[config.mk]
export PLATFORM = sky130hd
export DESIGN_NAME = compute_unit_pipe
export DESIGN_NICKNAME = d
export VERILOG_FILES = /design/src/rtl/compute_unit_pkg.sv /design/src/rtl/cu_alu.sv /design/src/rtl/compute_unit_pipe.sv
export SDC_FILE = /design/constraint.sdc
export NUM_CORES = 1
export LEC_CHECK = 0
export ABC_AREA = 1
export BUFFER_PORTS_ARGS = -buffer_cell sky130_fd_sc_hd__buf_2
export CORE_MARGIN = 1.5
export CORE_UTILIZATION = 62
export DETAILED_ROUTE_END_ITERATION = 6
export PLACE_DENSITY = 0.86
export SETUP_SLACK_MARGIN = 0.1
export SYNTH_ARGS = -nofsm -noshare
export SYNTH_HDL_FRONTEND = slang
export SYNTH_SLANG_ARGS = --single-unit
export TNS_END_PERCENT = 20
[constraint.sdc]
create_clock -name clk -period 5.4 [get_ports clk]
set_input_delay 0 -clock clk [delete_from_list [all_inputs] [get_ports clk]]
set_output_delay 0 -clock clk [all_outputs]
set_load 0.01 [all_outputs]
[src/rtl/compute_unit_pkg.sv]
// Shared types and helpers for the pipelined compute unit.
// Opcode encoding, flag bit positions and operand-field sizing.
// Imported by the ALU and the top level.
package compute_unit_pkg;

  typedef enum logic [3:0] {
    OP_NOP  = 4'h0,
    OP_LOAD = 4'h1,
    OP_ADD  = 4'h2,
    OP_SUB  = 4'h3,
    OP_AND  = 4'h4,
    OP_OR   = 4'h5,
    OP_NOT  = 4'h6,
    OP_XOR  = 4'h7,
    OP_SHL  = 4'h8,
    OP_SHR  = 4'h9,
    OP_CMP  = 4'hA,
    OP_MOV  = 4'hB
  } opcode_e;

  // Bit positions inside out_flags
  localparam int FLAG_Z = 0;
  localparam int FLAG_C = 1;

  // The operand field must hold either two register ids or one immediate
  function automatic int opnd_w(input int rid_w, input int data_w);
    return (2 * rid_w > data_w) ? 2 * rid_w : data_w;
  endfunction

endpackage

[src/rtl/cu_alu.sv]
// Combinational ALU for the compute unit: op + operands -> result and flags.
// Zero latency; purely combinational, no handshake of its own.
// Also reports whether the op writes the regfile, updates flags, or is illegal.
module cu_alu
  import compute_unit_pkg::*;
#(
  parameter int DATA_W = 8
) (
  input  logic [3:0]        op,
  input  logic [DATA_W-1:0] a,
  input  logic [DATA_W-1:0] b,
  input  logic [DATA_W-1:0] imm,
  output logic [DATA_W-1:0] result,
  output logic              carry,
  output logic              zero,
  output logic              writes,
  output logic              updates_flags,
  output logic              illegal
);

  logic [DATA_W:0] sum_ext;
  logic [DATA_W:0] diff_ext;

  assign sum_ext  = {1'b0, a} + {1'b0, b};
  assign diff_ext = {1'b0, a} - {1'b0, b};

  // Decode the opcode into a result and its side effects
  always_comb begin
    result        = '0;
    carry         = 1'b0;
    writes        = 1'b0;
    updates_flags = 1'b0;
    illegal       = 1'b0;
    case (op)
      OP_NOP: ;
      OP_LOAD: begin
        result = imm;
        writes = 1'b1;
      end
      OP_ADD: begin
        {carry, result} = sum_ext;
        writes          = 1'b1;
        updates_flags   = 1'b1;
      end
      OP_SUB, OP_CMP: begin
        // Top bit of the extended difference is the borrow (a < b)
        {carry, result} = diff_ext;
        writes          = (op == OP_SUB);
        updates_flags   = 1'b1;
      end
      OP_AND: begin
        result        = a & b;
        writes        = 1'b1;
        updates_flags = 1'b1;
      end
      OP_OR: begin
        result        = a | b;
        writes        = 1'b1;
        updates_flags = 1'b1;
      end
      OP_NOT: begin
        result        = ~a;
        writes        = 1'b1;
        updates_flags = 1'b1;
      end
      OP_XOR: begin
        result        = a ^ b;
        writes        = 1'b1;
        updates_flags = 1'b1;
      end
      OP_SHL: begin
        result        = {a[DATA_W-2:0], 1'b0};
        carry         = a[DATA_W-1];
        writes        = 1'b1;
        updates_flags = 1'b1;
      end
      OP_SHR: begin
        result        = {1'b0, a[DATA_W-1:1]};
        carry         = a[0];
        writes        = 1'b1;
        updates_flags = 1'b1;
      end
      OP_MOV: begin
        result = a;
        writes = 1'b1;
      end
      default: illegal = 1'b1;
    endcase
  end

  assign zero = (result == '0);

endmodule

[src/rtl/compute_unit_pipe.sv]
// Compute unit: executes one instruction per accepted beat against a regfile.
// Latency 1 cycle from accept to out_valid; throughput 1/cycle.
// in_ready drops only while a result is held and out_ready is low.
module compute_unit_pipe
  import compute_unit_pkg::*;
#(
  parameter int DATA_W   = 8,
  parameter int NUM_REGS = 16,
  parameter int CNT_W    = 16
) (
  input  logic                                                          clk,
  input  logic                                                          rst,
  input  logic                                                          in_valid,
  output logic                                                          in_ready,
  input  logic [4+$clog2(NUM_REGS)+opnd_w($clog2(NUM_REGS),DATA_W)-1:0] in_instr,
  output logic                                                          out_valid,
  input  logic                                                          out_ready,
  output logic [DATA_W-1:0]                                             out_data,
  output logic [$clog2(NUM_REGS)-1:0]                                   out_tgt,
  output logic [1:0]                                                    out_flags,
  output logic                                                          out_err,
  input  logic [$clog2(NUM_REGS)-1:0]                                   dbg_addr,
  output logic [DATA_W-1:0]                                             dbg_data,
  output logic [CNT_W-1:0]                                              retired
);

  localparam int RID_W   = $clog2(NUM_REGS);
  localparam int OPND_W  = opnd_w(RID_W, DATA_W);
  localparam int INSTR_W = 4 + RID_W + OPND_W;

  // Instruction fields
  logic [3:0]        opc;
  logic [RID_W-1:0]  tgt;
  logic [OPND_W-1:0] opnd;
  logic [RID_W-1:0]  src0;
  logic [RID_W-1:0]  src1;
  logic [DATA_W-1:0] imm;

  assign opc  = in_instr[INSTR_W-1 -: 4];
  assign tgt  = in_instr[OPND_W +: RID_W];
  assign opnd = in_instr[OPND_W-1:0];
  assign src0 = opnd[2*RID_W-1:RID_W];
  assign src1 = opnd[RID_W-1:0];
  assign imm  = opnd[DATA_W-1:0];

  // State
  logic [DATA_W-1:0] regs_q [NUM_REGS];
  logic [DATA_W-1:0] regs_d [NUM_REGS];
  logic              carry_q, carry_d;
  logic              zero_q, zero_d;
  logic              out_valid_q, out_valid_d;
  logic [DATA_W-1:0] out_data_q, out_data_d;
  logic [RID_W-1:0]  out_tgt_q, out_tgt_d;
  logic              out_err_q, out_err_d;
  logic [CNT_W-1:0]  retired_q, retired_d;

  logic accept;

  logic [DATA_W-1:0] alu_result;
  logic              alu_carry;
  logic              alu_zero;
  logic              alu_writes;
  logic              alu_upd;
  logic              alu_illegal;

  assign in_ready = !out_valid_q || out_ready;
  assign accept   = in_valid && in_ready;

  // Operands come from pre-edge register values, so tgt==src is safe
  cu_alu #(.DATA_W(DATA_W)) u_alu (
    .op            (opc),
    .a             (regs_q[src0]),
    .b             (regs_q[src1]),
    .imm           (imm),
    .result        (alu_result),
    .carry         (alu_carry),
    .zero          (alu_zero),
    .writes        (alu_writes),
    .updates_flags (alu_upd),
    .illegal       (alu_illegal)
  );

  // Next-state: retire on accept, otherwise drain the output when consumed
  always_comb begin
    regs_d      = regs_q;
    carry_d     = carry_q;
    zero_d      = zero_q;
    out_valid_d = out_valid_q;
    out_data_d  = out_data_q;
    out_tgt_d   = out_tgt_q;
    out_err_d   = out_err_q;
    retired_d   = retired_q;
    if (accept) begin
      if (alu_writes) begin
        regs_d[tgt] = alu_result;
      end
      if (alu_upd) begin
        carry_d = alu_carry;
        zero_d  = alu_zero;
      end
      out_valid_d = 1'b1;
      out_data_d  = alu_result;
      out_tgt_d   = tgt;
      out_err_d   = alu_illegal;
      retired_d   = retired_q + CNT_W'(1);
    end else if (out_valid_q && out_ready) begin
      out_valid_d = 1'b0;
    end
  end

  // State registers; reset discards any pending result
  always_ff @(posedge clk or posedge rst) begin
    if (rst) begin
      for (int i = 0; i < NUM_REGS; i++) begin
        regs_q[i] <= '0;
      end
      carry_q     <= 1'b0;
      zero_q      <= 1'b0;
      out_valid_q <= 1'b0;
      out_data_q  <= '0;
      out_tgt_q   <= '0;
      out_err_q   <= 1'b0;
      retired_q   <= '0;
    end else begin
      regs_q      <= regs_d;
      carry_q     <= carry_d;
      zero_q      <= zero_d;
      out_valid_q <= out_valid_d;
      out_data_q  <= out_data_d;
      out_tgt_q   <= out_tgt_d;
      out_err_q   <= out_err_d;
      retired_q   <= retired_d;
    end
  end

  // The flag registers only change on retire, so they always hold the
  // post-instruction state of the beat being presented
  always_comb begin
    out_flags         = '0;
    out_flags[FLAG_C] = carry_q;
    out_flags[FLAG_Z] = zero_q;
  end

  assign out_valid = out_valid_q;
  assign out_data  = out_data_q;
  assign out_tgt   = out_tgt_q;
  assign out_err   = out_err_q;
  assign retired   = retired_q;
  assign dbg_data  = regs_q[dbg_addr];

endmodule

==> metrics.txt <==
# TYPE chip_impl_metric gauge
chip_impl_info{name="cts_tree",value="yes"} 1
chip_impl_info{name="clock_tree.root_cell",value="sky130_fd_sc_hd__clkbuf_16"} 1
chip_impl_info{name="cp_slowest_cell",value="sky130_fd_sc_hd__inv_2"} 1
chip_impl_metric{name="h-tree-depth",unit=""} 4
chip_impl_metric{name="critPathBufInv",unit=""} 4
chip_impl_metric{name="pin_count_of_the_biggest_net_entering_global_routing",unit=""} 130
chip_impl_metric{name="drt_iter0_drc",unit=""} 1684
chip_impl_metric{name="finalNetCount",unit=""} 1692
chip_impl_metric{name="r2r_cells",unit=""} 20
chip_impl_metric{name="initial_core_util",unit=""} 0.639
chip_impl_metric{name="crit_required",unit="ns"} 5.78
chip_impl_metric{name="post_drt_via_cell_ratio",unit=""} 6.37
chip_impl_metric{name="core",unit="um^2"} 17400
chip_impl_metric{name="remaining_drc_errors",unit=""} 1
chip_impl_metric{name="power.net_switching",unit="uW"} 1610
chip_impl_metric{name="die-area",unit="um^2"} 18800
chip_impl_metric{name="power-per-cell-area",unit="nW/um^2"} 347
chip_impl_metric{name="post_synth_edffs",unit=""} 0
chip_impl_metric{name="min_delay_path_depth",unit=""} 3
chip_impl_metric{name="inst_count_dp",unit=""} 1840
chip_impl_metric{name="placementRows",unit=""} 48
chip_impl_metric{name="route.detailed.wl_per_inst",unit="um"} 19.6
chip_impl_metric{name="final_max_slew_viol_count",unit=""} 0
chip_impl_info{name="endpoint_kind",value="flop"} 1
chip_impl_metric{name="cts.reportedPaths.clkPinSlew",unit="ns"} 0.07
chip_impl_metric{name="syn-cell-area",unit="um^2"} 11100
chip_impl_info{name="violations",value="DRC"} 1
chip_impl_info{name="critPathLaunchType",value="input port"} 1
chip_impl_metric{name="synthesis.instances",unit=""} 1641
chip_impl_info{name="critPathKind",value="input port to flop"} 1
chip_impl_metric{name="io_buffer_count",unit=""} 64
chip_impl_metric{name="power",unit="uW"} 4160
chip_impl_metric{name="max_freq",unit="MHz"} 261
chip_impl_metric{name="postCtsSetupRepairBufs",unit=""} 0
chip_impl_metric{name="die-width",unit="um"} 137
chip_impl_info{name="grt_setup_unrepaired",value="no"} 1
chip_impl_metric{name="power.combinational.fraction",unit=""} 0.301
chip_impl_metric{name="drtPass1Iterations",unit=""} 7
chip_impl_metric{name="die_height",unit="um"} 137
chip_impl_metric{name="worst_slew_margin_rel",unit=""} 0.207
chip_impl_metric{name="route.vias.total",unit=""} 11963
chip_impl_metric{name="seq_power_share",unit=""} 0.397
chip_impl_metric{name="post_synth.cell_area_avg",unit="um^2"} 6.78
chip_impl_metric{name="share_of_flip_flops_with_an_asynchronous_set_or_reset",unit=""} 1.00
chip_impl_metric{name="postSynthNetCount",unit=""} 1692
chip_impl_metric{name="finish.cell_count_without_fillers",unit=""} 1879
chip_impl_metric{name="wire_length_of_the_first_global_routing_pass",unit="um"} 57500
chip_impl_info{name="timing.hold.worst.class",value="input port to flop"} 1
chip_impl_metric{name="grt_use_total",unit=""} 0.405
chip_impl_metric{name="finish.utilization",unit=""} 0.688
chip_impl_info{name="layout_common_cells",value="sky130_fd_sc_hd__nand2_1, sky130_fd_sc_hd__o21ai_0, sky130_fd_sc_hd__inv_1"} 1
chip_impl_metric{name="setup_viol",unit=""} 0
chip_impl_metric{name="finalHoldViolations",unit=""} 0
chip_impl_metric{name="register_to_register_setup_slack",unit="ns"} 1.72
chip_impl_metric{name="synth_seq_area_share",unit=""} 0.360
chip_impl_metric{name="antenna-diode-count",unit=""} 0
chip_impl_info{name="crit_path_cell_trace",value="buf_2 > inv_2 > o211ai_1 > nand3_1 > nand3_1 > nand2_1 > inv_2 > ha_1 > inv_1 > nand2_1 > nand2_1 > a21oi_1 > nand3_1 > nand3_1 > nand2_1 > nor2_1 > nand3_2 > nor2_1 > nand3_1 > nand2_1"} 1
chip_impl_metric{name="worst_pin_slew",unit="ns"} 1.19
chip_impl_metric{name="grt_overflow",unit=""} 0
chip_impl_info{name="r2r_start",value="regs_q[10]$_DFFE_PP0P_"} 1
chip_impl_metric{name="flow.area_growth_from_synthesis",unit="%"} 7.69
chip_impl_metric{name="vdd_drop_max",unit="uV"} 269
chip_impl_info{name="setup.worst_path.start",value="in_instr[5]"} 1
chip_impl_metric{name="hold-worst-slack",unit="ns"} 0.0449
chip_impl_metric{name="critical_path_stages",unit=""} 20
chip_impl_metric{name="yosysWarnings",unit=""} 0
chip_impl_metric{name="synth.lib_cells_used.distinct",unit=""} 39
chip_impl_info{name="endpoint",value="zero_q$_DFFE_PP0P_"} 1
chip_impl_metric{name="drtAntennaViolNets",unit=""} 0
chip_impl_metric{name="drive_gt1_frac",unit=""} 0.0865
chip_impl_metric{name="maxCapViolations",unit=""} 0
chip_impl_info{name="most_common_cell_after_layout_fill_and_taps_aside",value="sky130_fd_sc_hd__nand2_1"} 1
chip_impl_metric{name="critical_path.max_fanout",unit=""} 41
chip_impl_metric{name="ioPinCount",unit=""} 65
chip_impl_metric{name="intPower",unit="uW"} 2550
chip_impl_metric{name="power_frac_clock",unit=""} 0.302
chip_impl_metric{name="clockBufferDepth",unit=""} 2
chip_impl_metric{name="leakage",unit="uW"} 0.00571
chip_impl_metric{name="power.switching_fraction",unit=""} 0.388
chip_impl_metric{name="finalSetupTns",unit="ns"} 0
chip_impl_metric{name="dp.final_hpwl",unit="um"} 24400
chip_impl_metric{name="cpPeakStageDelay",unit="ns"} 0.70
chip_impl_metric{name="insertion_delay_of_the_later_clocked_pin_in_the_worst_skew_pair",unit="ns"} 0.44
chip_impl_metric{name="number_of_flip_flops_and_latches_in_the_synthesized_netlist",unit=""} 160
chip_impl_info{name="outcome",value="finished, violations left"} 1
chip_impl_metric{name="fin_crit",unit="ns"} 3.83
chip_impl_metric{name="grt_pass1_vias",unit=""} 10906
chip_impl_metric{name="cts_buf_count",unit=""} 17
chip_impl_metric{name="critical_path_arrival",unit="ns"} 4.21
chip_impl_metric{name="place_congestion",unit=""} 1.13
chip_impl_metric{name="clock_sinks",unit=""} 160
chip_impl_info{name="timing.rr.end",value="zero_q$_DFFE_PP0P_"} 1
chip_impl_metric{name="worst_clock_skew",unit="ns"} 0.0121
chip_impl_info{name="synth-main-ff-cell",value="sky130_fd_sc_hd__dfrtp_1"} 1
chip_impl_metric{name="min_period_over_period",unit=""} 0.709
chip_impl_info{name="cpLargestDelayFamily",value="simple AND/OR/NAND/NOR gates"} 1
chip_impl_metric{name="antenna_found_initial",unit=""} 0
chip_impl_metric{name="detailed_route_wl",unit="um"} 36900
[stage by stage]
step | setup WS [ns] | area (um^2)
final | 1.57 | 12000
after global routing | 1.33 | 12000
after detailed placement | 1.38 | 11300
after CTS | 1.80 | 12000
after global placement | 1.35 | 11300
after floorplan | 1.08 | 11100
[how the worst min path moves through the flow]
stage / start / to / slack, ns
2_1_floorplan: out_ready / in_ready / 0.13
3_3_place_gp: out_ready / out_valid$_DFFE_PP0P_ / 0.28
3_5_place_dp: out_ready / out_valid$_DFFE_PP0P_ / 0.30
4_1_cts: in_instr[11] / out_tgt[3]$_DFFE_PP0P_ / 0.007
5_1_grt: in_instr[11] / out_tgt[3]$_DFFE_PP0P_ / 0.04
6_report: in_instr[11] / out_tgt[3]$_DFFE_PP0P_ / 0.04
[registers in the layout (all words and copies together) (netlist names)]
register,count
out_tgt,4
zero_q,1
out_data,8
regs_q,128
out_err,1
carry_q,1
retired,16
out_valid,1
[logic make-up (layout without fill, tap and decap cells)]
| kind of cell | after synthesis | in the layout | share of synthesized area |
|---|---|---|---|
| AND/OR/NAND/NOR | 692 | 692 | 0.261 |
| AO/OA/AOI/OAI | 475 | 475 | 0.236 |
| adder cells (fa/ha/maj) | 27 | 27 | 0.0317 |
| XOR/XNOR | 14 | 14 | 0.0110 |
| flip-flops | 160 | 160 | 0.360 |
| buffers and inverters | 273 | 286 | 0.100 |
[power by group through the flow]
stage               Clock [uW]  Combinational, uW  Sequential [uW]
floorplan                    0                869             1620
global placement             0               1170             1650
detailed placement           0               1200             1660
CTS                       1250               1220             1640
global route              1300               1390             1680
finish                    1250               1250             1650
[per-layer routing]
| layer | routed length [um] | vias to the layer above | GRT usage |
|---|---|---|---|
| met5 | 0 | - | 0 |
| met4 | 2430 | 0 | 0.258 |
| met3 | 4550 | 194 | 0.0856 |
| met2 | 16200 | 909 | 0.614 |
| met1 | 13700 | 5415 | 0.528 |
| li1 | - | 5445 | - |
[synthesized netlist by cell type, drive strengths merged (3+ instances only)]
master,n,area (um^2)
a21oi,134,671
buf,40,238
clkbuf,53,200
clkinv,4,15.0
dfrtp,160,4000
ha,25,313
inv,176,661
nand2,446,1690
nand3,118,611
nand4,3,18.8
nor2,105,444
nor3,8,65.1
o211ai,46,345
o21ai,252,1260
o221ai,29,260
o22ai,9,56.3
or2,8,50.1
xnor2,6,52.6
xor2,8,70.1
[area by class of cell]
type / count / area (um^2)
Sequential cell: 160 / 4000
Tap cell: 225 / 282
Clock inverter: 12 / 150
Inverter: 180 / 681
Multi-Input combinational cell: 1208 / 6010
Clock buffer: 20 / 437
Fill cell: 1507 / 5430
Timing Repair Buffer: 74 / 420
[timing repair]
item / in CTS / in global routing
endpoints found under the hold margin: 118 / 0
resized for setup: 0 / 0
hold buffers: 7 / 0
[worst reg2reg max path, stage by stage (launching register included)]
cell and delay (ns):
sky130_fd_sc_hd__dfrtp_1 0.36, sky130_fd_sc_hd__inv_1 0.08, sky130_fd_sc_hd__nor2_1 0.09, sky130_fd_sc_hd__a21oi_1 0.07, sky130_fd_sc_hd__o21ai_0 0.26, sky130_fd_sc_hd__o221ai_1 0.20, sky130_fd_sc_hd__nand2_1 0.19, sky130_fd_sc_hd__inv_1 0.07
sky130_fd_sc_hd__ha_1 0.41, sky130_fd_sc_hd__inv_1 0.13, sky130_fd_sc_hd__a21oi_1 0.20, sky130_fd_sc_hd__nand2_1 0.13, sky130_fd_sc_hd__nand3b_1 0.13, sky130_fd_sc_hd__nand3_1 0.08, sky130_fd_sc_hd__nand3_1 0.10, sky130_fd_sc_hd__nand2_1 0.06
sky130_fd_sc_hd__nor2_1 0.13, sky130_fd_sc_hd__nand3_2 0.42, sky130_fd_sc_hd__nor2_1 0.33, sky130_fd_sc_hd__nand3_1 0.11, sky130_fd_sc_hd__nand2_1 0.07
Note: power is estimated with default switching activity, not from simulation.
